===== src/rtl/video_pkg.sv =====
// Shared constants for the video test-pattern source: default geometry,
// pattern selects, the eight colour-bar values and the FSM encoding.
package video_pkg;

    localparam int H_ACTIVE_DEF = 1920;
    localparam int V_ACTIVE_DEF = 1080;

    localparam logic [1:0] PAT_BARS  = 2'd0;
    localparam logic [1:0] PAT_RAMP  = 2'd1;
    localparam logic [1:0] PAT_CHECK = 2'd2;
    localparam logic [1:0] PAT_SOLID = 2'd3;

    localparam logic [23:0] BAR_WHITE   = 24'hFFFFFF;
    localparam logic [23:0] BAR_YELLOW  = 24'hFFFF00;
    localparam logic [23:0] BAR_CYAN    = 24'h00FFFF;
    localparam logic [23:0] BAR_GREEN   = 24'h00FF00;
    localparam logic [23:0] BAR_MAGENTA = 24'hFF00FF;
    localparam logic [23:0] BAR_RED     = 24'hFF0000;
    localparam logic [23:0] BAR_BLUE    = 24'h0000FF;
    localparam logic [23:0] BAR_BLACK   = 24'h000000;

    typedef enum logic {
        ST_IDLE   = 1'b0,
        ST_ACTIVE = 1'b1
    } state_t;

    function automatic logic [23:0] bar_color(input logic [2:0] idx);
        case (idx)
            3'd0:    return BAR_WHITE;
            3'd1:    return BAR_YELLOW;
            3'd2:    return BAR_CYAN;
            3'd3:    return BAR_GREEN;
            3'd4:    return BAR_MAGENTA;
            3'd5:    return BAR_RED;
            3'd6:    return BAR_BLUE;
            default: return BAR_BLACK;
        endcase
    endfunction

endpackage


===== src/rtl/video_pattern_pixel.sv =====
// Combinational pattern lookup: pattern coordinate (xs, y) and select -> pixel.
module video_pattern_pixel
    import video_pkg::*;
#(
    parameter int H_ACTIVE = H_ACTIVE_DEF,
    parameter int DATA_W   = 24
) (
    input  logic [10:0]       xs,
    input  logic [10:0]       y,
    input  logic [1:0]        sel,
    input  logic [DATA_W-1:0] solid,
    output logic [DATA_W-1:0] pixel
);

    localparam int BAR_W = H_ACTIVE / 8;

    logic [2:0] bar_idx;

    // Threshold compare chain stands in for xs / BAR_W
    always_comb begin
        bar_idx = 3'd0;
        for (int k = 1; k < 8; k++)
            if (int'(xs) >= k * BAR_W) bar_idx = 3'(k);
    end

    always_comb begin
        case (sel)
            PAT_BARS:  pixel = DATA_W'(bar_color(bar_idx));
            PAT_RAMP:  pixel = DATA_W'({3{xs[10:3]}});
            PAT_CHECK: pixel = (xs[6] ^ y[6]) ? DATA_W'(24'hFFFFFF) : '0;
            default:   pixel = solid;
        endcase
    end

endmodule


===== src/rtl/video_pattern_gen.sv =====
// AXI4-Stream test-pattern frame source. Optional horizontal scroll of
// patterns 0-2 by one pixel per frame under VIDEO_PATTERN_SCROLL_EN.
module video_pattern_gen
    import video_pkg::*;
#(
    parameter int H_ACTIVE = H_ACTIVE_DEF,
    parameter int V_ACTIVE = V_ACTIVE_DEF,
    parameter int DATA_W   = 24
) (
    input  logic              aclk,
    input  logic              areset,
    input  logic              enable,
    input  logic [1:0]        pattern_sel,
    input  logic [DATA_W-1:0] solid_color,
    output logic              axis_m_tvalid,
    input  logic              axis_m_tready,
    output logic [DATA_W-1:0] axis_m_tdata,
    output logic              axis_m_tuser,
    output logic              axis_m_tlast,
    output logic [15:0]       frame_count,
    output logic              busy
);

    localparam logic [10:0] X_LAST = 11'(H_ACTIVE - 1);
    localparam logic [10:0] Y_LAST = 11'(V_ACTIVE - 1);

    state_t            state;
    logic [10:0]       x, y, px, py, xs;
    logic [1:0]        sel_q, psel;
    logic [DATA_W-1:0] solid_q, psolid, pix;
    logic              fire, eol, eof, last_acc, start, load;

    assign fire     = axis_m_tvalid & axis_m_tready;
    assign eol      = (x == X_LAST);
    assign eof      = eol && (y == Y_LAST);
    assign last_acc = (state == ST_ACTIVE) && fire && eof;
    // A frame starts from IDLE or immediately after the previous one's last beat
    assign start    = (state == ST_IDLE) ? enable : (last_acc && enable);
    assign load     = start || ((state == ST_ACTIVE) && fire && !eof);
    assign busy     = (state == ST_ACTIVE);

    // Coordinates and selects of the beat that will be registered on a load
    always_comb begin
        px     = start ? 11'd0 : (eol ? 11'd0 : x + 11'd1);
        py     = start ? 11'd0 : (eol ? y + 11'd1 : y);
        psel   = start ? pattern_sel : sel_q;
        psolid = start ? solid_color : solid_q;
    end

`ifdef VIDEO_PATTERN_SCROLL_EN
    // off_q tracks frame_count mod H_ACTIVE, so it needs no divider
    logic [10:0] off_q, off_inc, poff;
    logic [11:0] xsum;

    assign off_inc = (off_q == X_LAST) ? 11'd0 : off_q + 11'd1;
    assign poff    = last_acc ? off_inc : off_q;
    assign xsum    = {1'b0, px} + {1'b0, poff};
    assign xs      = (xsum >= 12'(H_ACTIVE)) ? 11'(xsum - 12'(H_ACTIVE)) : xsum[10:0];

    always_ff @(posedge aclk or posedge areset) begin
        if (areset)        off_q <= '0;
        else if (last_acc) off_q <= off_inc;
    end
`else
    assign xs = px;
`endif

    video_pattern_pixel #(.H_ACTIVE(H_ACTIVE), .DATA_W(DATA_W)) u_pixel (
        .xs    (xs),
        .y     (py),
        .sel   (psel),
        .solid (psolid),
        .pixel (pix)
    );

    always_ff @(posedge aclk or posedge areset) begin
        if (areset) begin
            state         <= ST_IDLE;
            x             <= '0;
            y             <= '0;
            sel_q         <= PAT_BARS;
            solid_q       <= '0;
            frame_count   <= '0;
            axis_m_tvalid <= 1'b0;
            axis_m_tdata  <= '0;
            axis_m_tuser  <= 1'b0;
            axis_m_tlast  <= 1'b0;
        end else begin
            if (last_acc) frame_count <= frame_count + 16'd1;
            if (load) begin
                state         <= ST_ACTIVE;
                x             <= px;
                y             <= py;
                sel_q         <= psel;
                solid_q       <= psolid;
                axis_m_tvalid <= 1'b1;
                axis_m_tdata  <= pix;
                axis_m_tuser  <= (px == 11'd0) && (py == 11'd0);
                axis_m_tlast  <= (px == X_LAST);
            end else if (last_acc) begin
                state         <= ST_IDLE;
                axis_m_tvalid <= 1'b0;
                axis_m_tdata  <= '0;
                axis_m_tuser  <= 1'b0;
                axis_m_tlast  <= 1'b0;
            end
        end
    end

endmodule

===== config.mk =====
export PLATFORM = sky130hd
export DESIGN_NAME = video_pattern_gen
export DESIGN_NICKNAME = d
export VERILOG_FILES = /design/src/rtl/video_pkg.sv /design/src/rtl/video_pattern_pixel.sv /design/src/rtl/video_pattern_gen.sv
export SDC_FILE = /design/constraint.sdc
export NUM_CORES = 1
export LEC_CHECK = 0
export CORE_MARGIN = 5
export CORE_UTILIZATION = 58
export CTS_BUF_LIST = sky130_fd_sc_hd__clkbuf_16
export CTS_CLUSTER_DIAMETER = 200
export DETAILED_ROUTE_END_ITERATION = 16
export PLACE_DENSITY = 0.84
export SYNTH_ARGS = -nofsm -noshare
export SYNTH_HDL_FRONTEND = slang
export SYNTH_HIERARCHICAL = 1
export SYNTH_SLANG_ARGS = --single-unit

===== constraint.sdc =====
create_clock -name aclk -period 6 [get_ports aclk]
set_input_delay 1.2 -clock aclk [delete_from_list [all_inputs] [get_ports aclk]]
set_output_delay 1.2 -clock aclk [all_outputs]
set_load 0.05 [all_outputs]

# Word-level counts from Yosys, hierarchy flattened
# Cells that the tools add are included.
# op_classes
add_sub_neg	3
n_mul	0
div_mod_pow	0
magnitude_cmp	7
eq_ne	11
shift	0
mux	23
bitwise	2
n_reduce_logical	13
# ops
op	count
24-bit case mux with 7 select lines	1
24-bit 2-to-1 mux	4
24-bit case mux with 3 select lines	1
11-bit 2-to-1 mux	4
11-bit == test, second input constant	3
11-bit greater-or-equal comparator, second input constant	3
11-bit by 1-bit adder with 11-bit output, second input constant	2
11-bit by 10-bit greater-or-equal comparator with 1-bit output, second input constant	2
11-bit logical NOT	2
16-bit by 1-bit adder with 16-bit output, second input constant	1
3-bit 2-to-1 mux	4
11-bit by 8-bit greater-or-equal comparator with 1-bit output, second input constant	1
11-bit by 9-bit greater-or-equal comparator with 1-bit output, second input constant	1
3-bit == test, second input constant	3
3-bit by 2-bit == test with 1-bit output, second input constant	2
1-bit logical AND	6
1-bit 2-to-1 mux	6
2-bit 2-to-1 mux	3
3-bit by 1-bit == test with 1-bit output, second input constant	1
3-bit logical NOT	1
2-bit by 1-bit == test with 1-bit output, second input constant	1
2-bit == test, second input constant	1
2-bit logical NOT	1
2-bit nonzero test	1
other kinds (4)	4
# word_totals
ff_bits	91
latchBits	0
ram_bits	0
mem_bits_ro	0
in_bits	30
output_inout_bits	44
wordCells	68
n_memories	0

# Depth between registers and ports, before layout
# logic_depth
depth_word	18
ltp_mapped	16
ltp_nobuf	12

# Cells and area by module
# The synthesis kept the hierarchy.
# by_module_without_submodules
mod	n_inst	cells_per_inst	area_per_inst_um2	seq_area_each_um2
video_pattern_gen	1	461	4877.2	2277.2
video_pattern_pixel	1	101	538.0	0.0

# Worst setup path after synthesis
# OpenSTA, ideal clock, no wires.
# synth_path
kind	flip-flop to flip-flop
start	register x[0]
end	register axis_m_tdata[19]
t_arrival_ns	3.492
t_required_ns	5.879
setup_slack_ns	2.387
stages_incl_launch_ff	16
n_path_buf	5
period_less_slack_ns	3.613
cell_sequence	dfrtp_1 ha_1 nand3_2 or4_4 buf_6 o31ai_4 buf_4 buf_2 buf_2 nor2_1 xor2_1 o21a_1 clkbuf_1 a21oi_1 o22ai_1 a22o_1
# synth_between
elab_chain_len	18
# synth_rtl
element	line	source
start: declaration	video_pattern_gen.sv:28	logic [10:0] x, y, px, py, xs;
start signal: assignment	video_pattern_gen.sv:92	x <= px;
branches (longest 5 deep; another with 11-bit by 1-bit adder with 11-bit output)	--	
11-bit 2-to-1 mux (*)	video_pattern_gen.sv:44	px = start ? 11'd0 : (eol ? 11'd0 : x + 11'd1);
named net px[6]	video_pattern_gen.sv:28	
11-bit by 8-bit greater-or-equal comparator with 1-bit output	video_pattern_pixel.sv:23	if (int'(xs) >= k * BAR_W) bar_idx = 3'(k);
1-bit 2-to-1 mux	video_pattern_pixel.sv:23	
2-bit 2-to-1 mux (2 in series)	video_pattern_pixel.sv:23	
3-bit 2-to-1 mux (4 in series)	video_pattern_pixel.sv:23	
3-bit == test (tied with other cells)	video_pkg.sv:28	case (idx)
24-bit case mux with 7 select lines	video_pkg.sv:28	
24-bit case mux with 3 select lines (*)	video_pattern_pixel.sv:27	case (sel)
named net pix[19]	video_pattern_gen.sv:30	logic [DATA_W-1:0] solid_q, psolid, pix;
24-bit 2-to-1 mux (*)	video_pattern_gen.sv:90	if (load) begin
end signal: assignment	video_pattern_gen.sv:97	axis_m_tdata <= pix;
end: declaration	video_pattern_gen.sv:17	output logic [DATA_W-1:0] axis_m_tdata,
# Mark *: on every way through the listed nets, which the timed path passes.
# A chain may end at the register's enable or synchronous reset.

# Worst setup path in the final report
# layout_path
start	register x[0]
end	register axis_m_tdata[16]
# The elaborated chain is that of the path after synthesis.

==> results.ini <==
[global_routing]
grt_pass1_wl_um=21700
overflow=0
grt_pass1_vias=4275
grt_max_degree=53
grtUsageTotal_pct=23.6
antenna_found_initial=0

[floorplanning]
dieArea_um2=11100
initial_core_util_pct=60.1
die_h_um=106
std_cell_rows=34
fp.dieW_um=106
core_um2=8810
ios=74

[cells_and_area]
final_area_um2=6260
drive_gt1_share_pct=15.3
final_cell_mix=91 x dfrtp_1, 73 x clkdlybuf4s50_1, 66 x nor2_1
syn_to_final_growth_pct=18.4
antenna_cells=0
ff_latch_area_um2=2280
layout.cells.most_common=dfrtp_1
fill_cells=623
multi_input_area_um2=2760
nets=616

[hold_path]
hold_class=reg2reg

[sta]
slew_violations=0
post-route-period-util_pct=72.3
setup_tns_ps=0
tightest_slew_ps=933
fmax_ghz=0.230
finalCriticalPeriod_ps=4340
holdWs_ps=476
slew_headroom_pct=37.8
finalWorstSetupSlack_ps=1660
setup-violations-final=0
hold_viol_final=0
clock_skew_ps=6.60
grt_setup_unrepaired=no

[worst_setup_path]
rr_startpoint=x[0]
required_ps=6230
start_kind=flop
critPathKind=reg2reg
cp.arrival_ps=4570
endpoint=axis_m_tdata[16]
cp-startpoint=x[0]
end_kind=flop
ff2ff_setup_slack_ps=1660
r2r_end=axis_m_tdata[16]
crit_fanout=16
ff2ff_path_depth=10

[placed_design]
dpl_cell_area_um2=5970
gp_congestion=0.876
portBuffers=73
post-place-ws_ps=1610
dpl.hpwl_um=8790

[cts]
htreeDepth=3
post_cts.resized_instances=0
postCtsSetupRepairBufs=0
postCtsHoldBufs=0
clock_path_buffers=2
cts_tree=yes
clkLatencyLatePin_ps=340
cts_buffers=9
clock_sinks=91
cts.clk_slew.worst_paths_ps=70
cts_root_buf=clkbuf_16

[power]
p_leak_nw=2.56
pwr-share-seq_pct=35.8
vdd_drop_max_mv=0.200
combPwrFrac_pct=41.0
p_int_mw=1.47
switchingPower_mw=0.949
power_frac_clock_pct=23.2
power.density_nw_per_um2=387
switching_share_pct=39.2

[detailed_routing]
drt-initial-drc-count=309
wl_um=13000
drc=0
ant_nets=0
drt-vias-per-instance=6.31
first_pass_iters=5
wire_per_inst_um=18.7
vias=4395

[logic_synthesis]
syn_nets=573
syn_avg_cell_area_um2=9.80
syn-instance-count=540
synthesis.area_um2=5290
yosysWarnings=6

[run_status]
status=complete, no violations

[job]
maxCapViolCount=0

[worst min path at each step]
| stage | start | end | slack [ps] | depth (start not counted) |
|---|---|---|---|---|
| floorplan | sel_q[0] | sel_q[0] | 480 | 1 |
| global placement | frame_count[15] | frame_count[15] | 460 | 1 |
| detailed placement | frame_count[15] | frame_count[15] | 480 | 1 |
| CTS | frame_count[15] | frame_count[15] | 480 | 1 |
| global route | frame_count[15] | frame_count[15] | 490 | 1 |
| finish | frame_count[15] | frame_count[15] | 480 | 1 |
[critical path, cell delays in order, from the launching register on]
cell,delay (ps)
dfrtp_1,460
ha_1,340
nand3_2,170
or4_4,700
o31ai_4,790
nor2_1,390
xor2_1,250
o21a_1,370
a21oi_1,360
o22ai_1,150
a22o_1,230
[through the flow]
stage,util (%),instances,power (mW)
after floorplan,-,540,1.55
after detailed placement,67.8,680,1.86
final,71.1,696,2.42
after CTS,71.1,696,2.43
after global routing,71.1,696,2.53
after global placement,67.8,680,1.82
[cell type report]
| cell class | count | area share [%] |
|---|---|---|
| Timing Repair Buffer | 79 | 12.4 |
| Clock inverter | 7 | 1.10 |
| Sequential cell | 91 | 36.4 |
| Inverter | 5 | 0.320 |
| Tap cell | 108 | 2.16 |
| Multi-Input combinational cell | 397 | 44.1 |
| Clock buffer | 9 | 3.60 |
[power by group through the flow]
stage	Sequential [mW]	Clock, mW	Combinational (mW)
floorplan	1.13	0	0.416
global placement	0.864	0	0.961
detailed placement	0.873	0	0.984
CTS	0.865	0.570	0.996
global route	0.884	0.597	1.05
finish	0.868	0.562	0.993
[registers in the layout, indices dropped and copies added, names as in the netlist]
signal        flops
axis_m_tlast      1
axis_m_tuser      1
axis_m_tdata     24
y                11
x                11
busy              1
frame_count      16
sel_q             2
solid_q          24
[per-layer routing]
metal  vias to the layer above  share of wire (%)  global-route usage [%]  wire length, um
met4                         0                2.4                    9.62              312
met5                         -                  0                       0                0
met1                      2144                 44                    31.6             5660
met2                       172                 48                    37.8             6230
li1                       2043                  -                       -                -
met3                        36                6.2                    4.52              801
No activity file was read; power rests on OpenSTA's default activity.
